### config.mk
export PLATFORM = sky130hd
export DESIGN_NAME = pc_mux
export DESIGN_NICKNAME = d
export VERILOG_FILES = /design/src/rtl/pc_mux.sv
export SDC_FILE = /design/constraint.sdc
export NUM_CORES = 1
export LEC_CHECK = 0
export BUFFER_PORTS_ARGS = -buffer_cell sky130_fd_sc_hd__buf_2
export CORE_MARGIN = 4
export CORE_UTILIZATION = 41
export CTS_BUF_LIST = sky130_fd_sc_hd__clkbuf_8 sky130_fd_sc_hd__clkbuf_16
export CTS_CLUSTER_SIZE = 24
export DETAILED_ROUTE_END_ITERATION = 8
export GPL_TIMING_DRIVEN = 0
export PLACE_DENSITY_LB_ADDON = 0.15
export SETUP_SLACK_MARGIN = 0.02
export SKIP_CTS_REPAIR_TIMING = 1
export SKIP_LAST_GASP = 1
export SYNTH_ARGS = -nofsm -noshare
export SYNTH_HDL_FRONTEND = slang
export SYNTH_SLANG_ARGS = --single-unit
### constraint.sdc
create_clock -name clk_in -period 1.69 [get_ports clk_in]
set_input_delay 0.0845 -clock clk_in [delete_from_list [all_inputs] [get_ports clk_in]]
set_output_delay 0.0845 -clock clk_in [all_outputs]
set_load 0.03 [all_outputs]
### src/rtl/pc_mux.sv
// Fetch-stage PC source selector and registered instruction-fetch address.
// Selects boot, EPC, trap vector or sequential/branch target, and flags misaligned jump targets.
module pc_mux #(
    parameter logic [31:0] BOOT_ADDRESS = 32'h0000_0000
) (
    input  logic        clk_in,
    input  logic        rst_in,
    input  logic [1:0]  pc_src_in,
    input  logic [31:0] epc_in,
    input  logic [31:0] trap_address_in,
    input  logic        branch_taken_in,
    input  logic [31:0] iaddr_in,
    input  logic        ahb_ready_in,
    input  logic [31:0] pc_in,
    output logic [31:0] iaddr_out,
    output logic [31:0] pc_plus_4_out,
    output logic [31:0] pc_mux_out,
    output logic        misaligned_instr_logic_out
);

    logic [31:0] w_pc_plus_4;
    logic [31:0] w_next_pc;
    logic [31:0] w_pc_mux;
    logic [31:0] r_iaddr;

    assign w_pc_plus_4 = pc_in + 32'd4;

    // Bit 0 of a jump target is always dropped so JALR targets land on halfword boundaries.
    assign w_next_pc = branch_taken_in ? {iaddr_in[31:1], 1'b0} : w_pc_plus_4;

    always_comb begin
        w_pc_mux = BOOT_ADDRESS;
        case (pc_src_in)
            2'b00:   w_pc_mux = BOOT_ADDRESS;
            2'b01:   w_pc_mux = epc_in;
            2'b10:   w_pc_mux = trap_address_in;
            default: w_pc_mux = w_next_pc;
        endcase
    end

    // Holding on ahb_ready_in low stalls fetch; skipped selections are simply dropped.
    always_ff @(posedge clk_in or posedge rst_in) begin
        if (rst_in) begin
            r_iaddr <= BOOT_ADDRESS;
        end else if (ahb_ready_in) begin
            r_iaddr <= w_pc_mux;
        end
    end

    assign iaddr_out                  = r_iaddr;
    assign pc_plus_4_out              = w_pc_plus_4;
    assign pc_mux_out                 = w_pc_mux;
    assign misaligned_instr_logic_out = branch_taken_in & w_next_pc[1];

endmodule

## Word-level counts from Yosys, hierarchy flattened

Cells that the tools add are included.

| cells by class | value |
|---|---|
| eq/ne operators | 2 |
| shift operators | 0 |
| mux-type cells | 2 |
| divide/modulo/power cells | 0 |
| order comparisons | 0 |
| bitwise gates (word level) | 1 |
| reductions and logical operators | 1 |
| $mul | 0 |
| add/subtract/negate cells | 1 |

Operators with widths:

| operator | number |
|---|---|
| 32-bit one-hot mux with 3 select lines | 1 |
| 32-bit by 3-bit adder with 32-bit output, second input constant | 1 |
| 32-bit 2-to-1 mux | 1 |
| 2-bit by 1-bit equality test with 1-bit output, second input constant | 1 |
| 2-bit equality test, second input constant | 1 |
| 2-bit zero test | 1 |
| 1-bit bitwise AND | 1 |

| storage, ports and cells | value |
|---|---|
| memories kept | 0 |
| word-level logic and storage cells | 8 |
| ROM bits | 0 |
| RAM bits | 0 |
| bits in registers | 32 |
| latch bits | 0 |

## Depth between registers and ports, before layout

| depth | value |
|---|---|
| word-level depth | 3 |
| mapped depth | 8 |
| mapped depth without buffers | 6 |

## Least setup slack after synthesis

Ideal clock, no wire load.

| timing path | value |
|---|---|
| path kind | in2reg |
| start point | input pc_in[2] |
| end point | register r_iaddr[4], in the netlist iaddr_out[4] |
| arrival | 2.173 ns |
| buffers on the path | 0 |
| setup time | 0.070 ns |
| data required time | 1.620 ns |
| stages on the path | 6 |
| path slack | -0.553 ns |
| path through | ha_1 -> xor2_1 -> mux2_2 -> mux2i_1 -> o21ai_0 -> mux2_2 |

| on the way | value |
|---|---|
| cells in the longest elaborated chain, start to end | 3 |

Ends and longest elaborated chain:

| element | RTL line | RTL |
|---|---|---|
| start, declared | 14 | `input logic [31:0] pc_in,` |
| 32-bit by 3-bit adder with 32-bit output | 26 | `assign w_pc_plus_4 = pc_in + 32'd4;` |
| net pc_plus_4_out[4] | 16 | `output logic [31:0] pc_plus_4_out,` |
| 32-bit 2-to-1 mux | 29 | `assign w_next_pc = branch_taken_in ? {iaddr_in[31:1], 1'b0} : w_pc_plus_4;` |
| 32-bit one-hot mux with 3 select lines | 33 | `case (pc_src_in)` |
| net pc_mux_out[4] | 17 | `output logic [31:0] pc_mux_out,` |
| end signal, assigned | 46 | `r_iaddr <= w_pc_mux;` |
| end, declared | 24 | `logic [31:0] r_iaddr;` |

The timed path passes the listed nets, and every way through them passes these cells.
A chain may end at the register's enable or synchronous reset.

## Worst setup path after layout

| timing path | value |
|---|---|
| start point | input pc_in[2] |
| end point | output pc_mux_out[14] |

| on the way | value |
|---|---|
| cells in the longest elaborated chain, start to end | 3 |

Ends and longest elaborated chain:

| element | RTL line |
|---|---|
| 32-bit by 3-bit adder with 32-bit output | 26 |
| 32-bit 2-to-1 mux | 29 |
| 32-bit one-hot mux with 3 select lines | 33 |
| end, declared | 17 |

No other way between the ends.

==> impl_metrics.py <==
metrics = {
    "run_status": {
        "outcome": "finished, violations left",
        "violations": "negative setup slack",
    },
    "detailed_routing": {
        "drt-pass1-iter-count": 5,
        "wl_per_cell_um": 20.3,
        "final_antenna_net_count": 0,
        "drc": 0,
        "drt_iter0_markers": 244,
        "drt-met1-wl_um": 5520,
        "highest_layer": "met4",
        "routed-wl-met3_um": 1390,
        "routed_via_density": 5.88,
        "wl_met2_um": 7530,
        "routed_wl_um": 15000,
        "vias": 4343,
    },
    "yosys": {
        "ys_top_cells_by_count": "43 x nand2_1, 32 x dfrtp_1, 27 x nor2_1, 23 x inv_1",
        "ys_seq_area_share_pct": 26.8,
        "async_flop_share_pct": 100,
        "ys_top_cells_by_area": "dfrtp_1 27%, xor2_1 5.6%, nand2_1 5.4%, mux2_2 4.1%, a22o_1 4.1%",
        "syn_avg_cell_area_um2": 7.89,
        "syn_nets": 514,
        "yosysTopAreaCellShare_pct": 26.8,
        "synthCells": 379,
        "synth_edf_count": 0,
        "synth_cell_type_count": 55,
        "synth.most_common_cell": "nand2_1",
        "synth_ff_type": "dfrtp_1",
        "yosys_register_bits": 32,
        "ys_warn_count": 0,
        "synth_largest_area_cell": "dfrtp_1",
        "syn-cell-area_um2": 2990,
    },
    "worst_hold_path": {
        "min_path_cells": 2,
        "hp-start": "ahb_ready_in",
        "worstHoldEndpoint": "iaddr_out[26]",
        "worstHoldPathType": "input port to flip-flop",
    },
    "clock_tree": {
        "cts.sink_count": 32,
        "clk_pin_slew_ns": 0.07,
        "htree_levels": 2,
        "cts_buffer_depth": 2,
        "clock_latency_ns": 0.28,
        "cts_tree": "built",
        "cts_made_buffers": 5,
        "clockRootBuffer": "clkbuf_8",
    },
    "setup_path": {
        "path_max_fanout": 7,
        "cp-start-kind": "input port",
        "r2r-start": "iaddr_out[18]",
        "reg2reg_setup_slack_ns": 0.90,
        "worstReg2RegEnd": "iaddr_out[18]",
        "worstSetupPathType": "input port to primary output",
        "required_ns": 1.61,
        "r2r_cells": 3,
        "crit_path_end_kind": "primary output",
        "crit_arrival_ns": 1.75,
    },
    "floorplan": {
        "num_rows": 30,
        "fp.dieW_um": 93.4,
        "start_util_pct": 43.1,
        "die_area_um2": 8730,
        "core_um2": 6940,
        "ios": 231,
        "die_y_um": 93.4,
    },
    "placed_design": {
        "portBuffers": 226,
        "hpwl_um": 11100,
        "place_congestion": 0.905,
    },
    "cells_and_area": {
        "fin_nets": 777,
        "nFillCells": 523,
        "insertedDiodeCount": 0,
        "drive_above_1_share_pct": 57.8,
        "syn_to_final_growth_pct": 76.1,
        "largest_reg_flops": 32,
    },
    "global_routing": {
        "antenna_found_initial": 0,
        "grt_max_degree": 33,
        "gr-total-overflow": 0,
        "grt_pass1_vias": 4047,
        "grt_pass1_wl_um": 20600,
        "grtUsageTotal_pct": 30.2,
    },
    "timing": {
        "hold_slack_ns": 0.136,
        "clock_skew_ns": 0,
        "hold_violations": 0,
        "rsz0062_at_grt": "true",
        "maxSlewHeadroom_pct": 49.5,
        "setup_viol": 12,
        "tns_ns": -0.724,
        "tightest_slew_ns": 0.756,
        "fin_ws_ns": -0.149,
        "fin_crit_sh_pct": 109,
        "max_freq_ghz": 0.544,
        "final_max_slew_viol_count": 0,
        "period_minus_slack_ns": 1.84,
    },
    "flow_run": {
        "max_cap_violations": 0,
    },
    "pwr": {
        "p_per_area_nw_per_um2": 614,
        "ir_drop_mv": 0.347,
        "power.leakage_nw": 2.58,
    },
}
-- worst max-delay path by stage --
stage                                end  slack [ns]       from  depth (start not counted)
after global routing      pc_mux_out[20]       -0.18  pc_in[15]                          6
after global placement    pc_mux_out[14]       -0.59   pc_in[2]                          9
final                     pc_mux_out[14]       -0.15   pc_in[2]                         10
after floorplan            iaddr_out[20]       -0.22  pc_in[11]                          6
after detailed placement  pc_mux_out[14]       -0.54   pc_in[2]                          9
after CTS                 pc_mux_out[14]       -0.56   pc_in[2]                          9
-- layout by cell type (no fill, tap or decap), types with 11 or more instances in the layout --
master	n
a22o_1	14
a22oi_1	12
a31oi_1	14
buf_2	202
buf_4	36
buf_6	25
dfrtp_1	32
inv_1	20
mux2_2	11
nand2_1	39
nand4_1	13
nor2_1	23
o21ai_0	12
xor2_2	13
-- layer usage --
| metal | vias up | global-route usage [%] |
|---|---|---|
| met3 | 48 | 6.92 |
| met2 | 276 | 50.4 |
| met1 | 2088 | 37.3 |
| li1 | 1931 | - |
| met5 | - | 0 |
| met4 | 0 | 12.7 |
-- worst max-delay path: stages --
cell and delay (ns):
buf_8 0.09, ha_4 0.15, nand4_1 0.16, buf_6 0.20
nor4_4 0.19, xor2_2 0.17, a222oi_1 0.36, buf_4 0.19
inv_2 0.03, buf_6 0.12
-- per-stage QoR --
stage,std cells,area (um^2),power [mW],setup WS (ns),util [%]
detailed placement,701,4440,2.39,-0.542,63.9
global route,738,5270,3.37,-0.185,75.9
floorplan,379,3190,1.83,-0.218,-
finish,738,5270,3.23,-0.149,75.9
global placement,701,4440,2.37,-0.591,63.9
CTS,708,4540,3.04,-0.558,65.3
-- cell families after synthesis --
logic type,count (synthesis),synth area share [%]
mux,18,6.82
compound gates,110,26.3
xor+xnor,27,7.90
flops,32,26.8
simple gates,137,23.8
fa+ha+maj,1,0.418
buf+inv,54,7.95
-- layout make-up --
cell class / count / area [um^2] / area share, %
plain buffers: 27 / 173 / 3.28
clock buffers: 7 / 96.3 / 1.83
inverters: 25 / 100 / 1.90
multi-input cells: 293 / 2400 / 45.6
flip-flops and latches: 32 / 801 / 15.2
well taps: 96 / 120 / 2.28
repair buffers: 258 / 1580 / 30.0
-- power by group --
group	internal, mW	switching, mW
Sequential	0.863	0.0483
Clock	0.363	0.300
Combinational	0.620	1.04
No activity file was read; power rests on OpenSTA's default activity.
